`config.mk`:
```
export PLATFORM = sky130hd
export DESIGN_NAME = edge_output_streamer
export DESIGN_NICKNAME = d
export VERILOG_FILES = /design/src/rtl/edge_output_streamer.sv
export SDC_FILE = /design/constraint.sdc
export NUM_CORES = 1
export LEC_CHECK = 0
export CAP_MARGIN = 20
export CORE_UTILIZATION = 60
export DETAILED_ROUTE_END_ITERATION = 10
export PLACE_DENSITY = 0.78
export SYNTH_ARGS = -nofsm -noshare
export SYNTH_HDL_FRONTEND = slang
export SYNTH_SLANG_ARGS = --single-unit
```
`constraint.sdc`:
```
create_clock -name clk -period 6.8 [get_ports clk]
set_input_delay 1.36 -clock clk [delete_from_list [all_inputs] [get_ports clk]]
set_output_delay 1.36 -clock clk [all_outputs]
set_load 0.005 [all_outputs]
```
`src/rtl/edge_output_streamer.sv`:
```
// Edge-pixel transmitter: buffers hysteresis output in a small FIFO and
// re-emits it as a framed raster stream with SOF/EOL/EOF markers.
module edge_output_streamer #(
  parameter int Image_Width  = 512,
  parameter int Image_Height = 512,
  parameter int FIFO_Depth   = 16
) (
  input  logic       clk,
  input  logic       rstN,
  input  logic       start_frame,
  input  logic [7:0] in_pixel,
  input  logic       in_valid,
  output logic       in_ready,
  output logic [7:0] out_pixel,
  output logic       out_valid,
  input  logic       out_ready,
  output logic       out_sof,
  output logic       out_eol,
  output logic       out_eof,
  output logic       busy,
  output logic       frame_done
);

  localparam int PIX = Image_Width * Image_Height;
  localparam int ICW = $clog2(PIX + 1);
  localparam int CW  = $clog2(Image_Width);
  localparam int RW  = (Image_Height > 1) ? $clog2(Image_Height) : 1;
  localparam int AW  = $clog2(FIFO_Depth);
  localparam int OW  = AW + 1;

  localparam logic [CW-1:0]  COL_LAST = CW'(Image_Width - 1);
  localparam logic [RW-1:0]  ROW_LAST = RW'(Image_Height - 1);
  localparam logic [ICW-1:0] PIX_MAX  = ICW'(PIX);
  localparam logic [OW-1:0]  OCC_MAX  = OW'(FIFO_Depth);

  typedef enum logic [1:0] {
    IDLE,
    STREAM,
    DONE
  } state_t;

  state_t state_q;
  state_t state_d;

  logic [7:0]     mem [FIFO_Depth];
  logic [AW-1:0]  wr_ptr;
  logic [AW-1:0]  rd_ptr;
  logic [OW-1:0]  occ;
  logic [ICW-1:0] in_count;
  logic [CW-1:0]  col;
  logic [RW-1:0]  row;

  logic full;
  logic empty;
  logic push;
  logic pop;
  logic clear;
  logic at_eol;
  logic at_eof;
  logic at_sof;

  assign full  = (occ == OCC_MAX);
  assign empty = (occ == '0);
  assign clear = (state_q == IDLE) && start_frame;

  assign in_ready  = (state_q == STREAM) && !full
                   && (in_count < PIX_MAX);
  assign out_valid = (state_q == STREAM) && !empty;

  assign push = in_valid && in_ready;
  assign pop  = out_valid && out_ready;

  assign at_sof = (row == '0) && (col == '0);
  assign at_eol = (col == COL_LAST);
  assign at_eof = at_eol && (row == ROW_LAST);

  assign out_pixel = out_valid ? mem[rd_ptr] : '0;
  assign out_sof   = out_valid && at_sof;
  assign out_eol   = out_valid && at_eol;
  assign out_eof   = out_valid && at_eof;

  assign busy       = (state_q != IDLE);
  assign frame_done = (state_q == DONE);

  always_comb begin
    state_d = state_q;
    unique case (state_q)
      IDLE:    if (start_frame) state_d = STREAM;
      STREAM:  if (pop && at_eof) state_d = DONE;
      DONE:    state_d = IDLE;
      default: state_d = IDLE;
    endcase
  end

  always_ff @(posedge clk or negedge rstN) begin
    if (!rstN) begin
      state_q <= IDLE;
    end else begin
      state_q <= state_d;
    end
  end

  // Storage needs no reset: the head is masked whenever the FIFO is empty.
  always_ff @(posedge clk) begin
    if (push) begin
      mem[wr_ptr] <= in_pixel;
    end
  end

  always_ff @(posedge clk or negedge rstN) begin
    if (!rstN) begin
      wr_ptr <= '0;
      rd_ptr <= '0;
      occ    <= '0;
    end else if (clear) begin
      wr_ptr <= '0;
      rd_ptr <= '0;
      occ    <= '0;
    end else begin
      if (push) begin
        wr_ptr <= wr_ptr + AW'(1);
      end
      if (pop) begin
        rd_ptr <= rd_ptr + AW'(1);
      end
      unique case ({push, pop})
        2'b10:   occ <= occ + OW'(1);
        2'b01:   occ <= occ - OW'(1);
        default: occ <= occ;
      endcase
    end
  end

  always_ff @(posedge clk or negedge rstN) begin
    if (!rstN) begin
      in_count <= '0;
    end else if (clear) begin
      in_count <= '0;
    end else if (push) begin
      in_count <= in_count + ICW'(1);
    end
  end

  // Raster position follows the output side only, so markers
  // stay frozen on the head pixel under backpressure.
  always_ff @(posedge clk or negedge rstN) begin
    if (!rstN) begin
      col <= '0;
      row <= '0;
    end else if (clear) begin
      col <= '0;
      row <= '0;
    end else if (pop) begin
      if (at_eol) begin
        col <= '0;
        row <= (row == ROW_LAST) ? '0 : row + RW'(1);
      end else begin
        col <= col + CW'(1);
      end
    end
  end

endmodule

```
### After elaboration in Yosys (flattened, before gate mapping)

Memories as Yosys holds them, arrays and structs flattened.
Cells that the tools add are included.

* bits in read-only memories: 0
* bits in writable memories: 128
* input port bits: 13
* bits in latches: 0
* memories kept: 1
* flip-flop bits (word level): 52

* bitwise logic cells: 0
* eq/ne operators: 9
* add/subtract/negate cells: 7
* $mul: 0
* magnitude comparators: 1
* reductions and logical operators: 25
* shift-type cells: 0
* div/mod/pow operators: 0
* muxes and demuxes: 21

Memory list
* mem: words 16, width 8, rd ports 1, clocked after Yosys merged registers in 0, wr ports 1, RTL line 45 `logic [7:0] mem [FIFO_Depth];`

Operator list (count)
* 9-bit two-way mux: 7
* 19-bit two-way mux: 2
* 19-bit by 1-bit adder with 19-bit output (second input constant): 1
* 19-bit less-than comparator (second input constant): 1
* 9-bit by 1-bit adder with 9-bit output (second input constant): 2
* 9-bit == test (second input constant): 2
* 9-bit zero test: 2
* 4-bit two-way mux: 4
* 1-bit logical AND: 12
* 5-bit case mux with 2 select lines: 1
* 4-bit by 1-bit adder with 4-bit output (second input constant): 2
* 8-bit two-way mux: 1
* 2-bit nonzero test: 4
* 5-bit by 1-bit adder with 5-bit output (second input constant): 1
* 5-bit == test (second input constant): 1
* 5-bit zero test: 1
* 5-bit two-way mux: 1
* 5-bit by 1-bit subtractor with 5-bit output (second input constant): 1
* 2-bit by 1-bit == test with 1-bit output (second input constant): 2
* 2-bit == test (second input constant): 2
* 2-bit two-way mux: 2
* 2-bit case mux with 2 select lines: 1
* 2-bit AND reduction: 2
* 3-bit nonzero test: 1
* other kinds (5): 7

### Depth between registers and ports, before layout

* depth after elaboration: 8
* gate-level depth with buffers: 11
* depth with buffers taken out: 9

### Worst setup path before layout

No wires, ideal clock.

* path type: register to output
* start point: reg rd_ptr[1]
* end point: out out_pixel[0]
* stages on the path, launching flop included: 6
* path slack: 3.580 ns
* buffers on the path: 2
* arrival: 1.860 ns
* data required time: 5.440 ns
* path through: dfrtp_1 -> clkbuf_1 -> buf_1 -> mux4_2 -> mux4_2 -> and2_1

* longest elaborated chain between the ends: 2

Ends and longest elaborated chain
* start: declaration: RTL line 47 `logic [AW-1:0] rd_ptr;`
* start signal: assignment: RTL line 124 `rd_ptr <= rd_ptr + AW'(1);`
* memory read 16 x 8 bit
* 8-bit two-way mux: RTL line 77 `assign out_pixel = out_valid ? mem[rd_ptr] : '0;`
* end: declaration: RTL line 14 `output logic [7:0] out_pixel,`

No other way between the ends.

### Worst setup path after layout

* start point: reg rd_ptr[0]
* end point: out out_pixel[0]

The elaborated chain is that of the path after synthesis.

==> flow_metrics.tcl <==
set metrics [dict create \
    status "finished clean" \
    synth_cell_type_count 58 \
    fin_util_pct 69.84 \
    dr.pass1.iters 6 \
    wl_per_cell_um 20.86 \
    dieWidth_um 117.4 \
    drc_errors 0 \
    r2r-start "occ[1]" \
    wirelength_um 15650 \
    synth-adder-area-share_pct 2.193 \
    p_leak_nw 3.182 \
    crit_type "flop to output pin" \
    regToRegEndpoint "occ[4]" \
    gr-total-overflow 0 \
    drive_above_1_share_pct 15.74 \
    diodes 0 \
    maxSlewHeadroom_pct 37.54 \
    slew_viol_final 0 \
    grt_pass1_wl_um 25030 \
    cts-root-buf "clkbuf_16" \
    synth.most_common_cell "edfxtp_1" \
    clock_latency_ns 0.42 \
    postSynthAreaPerCell_um2 14.79 \
    synth_common_cells "edfxtp_1, dfrtp_1, nor2_1, mux4_2, nand2_1" \
    period_share_pct 65.71 \
    grtUsageTotal_pct 24.45 \
    worst_hold_path.endpoint "row[7]" \
    mappedNetlistArea_um2 7988 \
    post_cts.repair.setup_buffers 0 \
    yosysTopAreaCellShare_pct 48.12 \
    yosys.area_share.simple_pct 11.36 \
    p_per_area_nw_per_um2 372.6 \
    crit_arrival_ns 3.11 \
    dieHeight_um 117.4 \
    worstPathRequired_ns 5.44 \
    portBuffers 27 \
    ios 28 \
    synth_nets 567 \
    syn_to_final_growth_pct 12.14 \
    synth_edf_count 128 \
    antenna_found_initial 0 \
    synthXorXnorAreaFrac_pct 2.632 \
    crit_path_end_kind "output pin" \
    cts.path.max_buffers 2 \
    die-area_um2 13780 \
    hold_class "flop to flop" \
    rsz0062_at_grt "no" \
    reg2reg_slack_ns 3.94 \
    place_inst 717 \
    cts_tree "yes" \
    grt_pass1_vias 4673 \
    setup_violations 0 \
    cts.sinks 180 \
    synthTopCellsByArea "edfxtp_1, dfrtp_1, mux4_2, ha_1, nor2_1" \
    synth_cells 540 \
    nNetsFinal 592 \
    hold_ws_ns 0.5358 \
    synth_top_family_by_area "multiplexers" \
    hold_path_depth 1 \
    synth-seq-cells 180 \
    fmax_ghz 0.2238 \
    skew_ns 0.007252 \
    start_util_pct 62.28 \
    grt_max_degree 53 \
    cts_made_buffers 17 \
    coreArea_um2 12820 \
    synth_mux_area_share_pct 11.42 \
    hold_start "row[7]" \
    startpoint_type "flop" \
    yosys.area.top_type "edfxtp_1" \
    tns_ns 0 \
    gp_congestion 0.8372 \
    hpwl_um 9528 \
    finalCriticalPeriod_ns 4.468 \
    peakVddDrop_v 0.0002238 \
    yosysWarnings 0 \
    clk_pin_slew_ns 0.07 \
    drt_iter0_markers 630 \
    htreeDepth 4 \
    rows 41 \
    worstMarginPinSlew_ns 0.9307 \
    synth_ff_type "edfxtp_1" \
    vias 4694 \
    rr_worst_depth 10 \
    hold_viol 0 \
    path_max_fanout 19 \
    ys_seq_area_share_pct 64.41 \
    synthArstFlopShare_pct 28.89 \
    synth_compound_area_share_pct 5.388 \
    final_antenna_net_count 0 \
    ctsHoldBuffers 0 \
    ctsResizeCount 0 \
    power_w 0.003338 \
    avgViaCountPerCell 6.259 \
    stdcell_count 750 \
    drv_cap 0 \
]
## worst max-delay path by stage
stage	from	end	slack, ns	cells past startpoint
6_report	rd_ptr[0]	out_pixel[0]	2.33	5
5_1_grt	rd_ptr[0]	out_pixel[0]	2.20	5
4_1_cts	rd_ptr[0]	out_pixel[0]	2.05	4
3_5_place_dp	rd_ptr[0]	out_pixel[0]	2.54	4
3_3_place_gp	rd_ptr[0]	out_pixel[0]	2.59	4
2_1_floorplan	rd_ptr[1]	out_pixel[0]	3.58	5
## worst max-delay path, stage by stage (launching register included)
cell             delay (ns)
dfrtp_2                0.73
buf_12                 0.27
mux4_2                 0.53
mux4_2                 0.48
and2_1                 0.21
clkdlybuf4s50_1        0.45
## per-layer routing
| layer | share of wire, % | track usage, % |
|---|---|---|
| met1 | 43 | 34.46 |
| met2 | 49 | 38.46 |
| met3 | 6.7 | 5.496 |
| met4 | 1.4 | 7.386 |
| met5 | 0 | 0 |
## placed cells by master, fill, tap and decap left out, types with 3 or more instances in the layout
cell / n
edfxtp_1: 128
dfrtp_1: 51
nor2_1: 45
mux4_2: 40
clkdlybuf4s50_1: 26
nand2_1: 25
o21ai_0: 22
inv_1: 19
and2_1: 18
nand3_1: 17
clkbuf_16: 17
xnor2_1: 15
ha_1: 14
and3_1: 12
a21oi_1: 12
nor3_1: 10
xor2_1: 9
nor4_1: 8
nand4_1: 6
nor4b_1: 5
o31ai_1: 5
inv_8: 5
and4_1: 4
or3_1: 4
inv_6: 4
buf_4: 4
nand2b_1: 3
nor2b_1: 3
a211oi_1: 3
clkinvlp_4: 3
clkinv_4: 3
## where the power goes
part	internal [W]	switching [W]	leakage, nW	total [W]
Sequential	0.00133	0.000192	1.82	0.00152
Clock	0.000486	0.000442	0.271	0.000928
Combinational	0.000512	0.000377	1.09	0.000890
Total	0.00233	0.00101	3.18	0.00334
## final cells by class
| cell class | count | area [µm²] |
|---|---|---|
| Fill cell | 816 | 3867 |
| Timing Repair Buffer | 32 | 315.3 |
| Tap cell | 172 | 215.2 |
| Sequential cell | 180 | 5146 |
| Inverter | 20 | 75.07 |
| Clock inverter | 15 | 140.1 |
| Clock buffer | 17 | 425.4 |
| Multi-Input combinational cell | 314 | 2640 |
## per-stage QoR
stage	cell area, µm²	setup WS (ns)
5_1_grt	8957	2.196
2_1_floorplan	7988	3.580
3_5_place_dp	8372	2.543
3_3_place_gp	8372	2.586
6_report	8957	2.332
4_1_cts	8937	2.051
## registers in the layout, indices dropped and copies added, names as in the netlist
signal	count
wr_ptr	4
rd_ptr	4
in_count	19
col	9
mem	128
state_q	2
row	9
occ	5
## kinds of logic (layout without fill, tap and decap cells)
logic type | Yosys count | after routing
flops | 180 | 180
simple gates | 170 | 170
compound gates | 65 | 65
buf+inv | 46 | 84
mux | 41 | 41
xor+xnor | 24 | 24
fa+ha+maj | 14 | 14
Note: power is estimated with default switching activity, not from simulation.
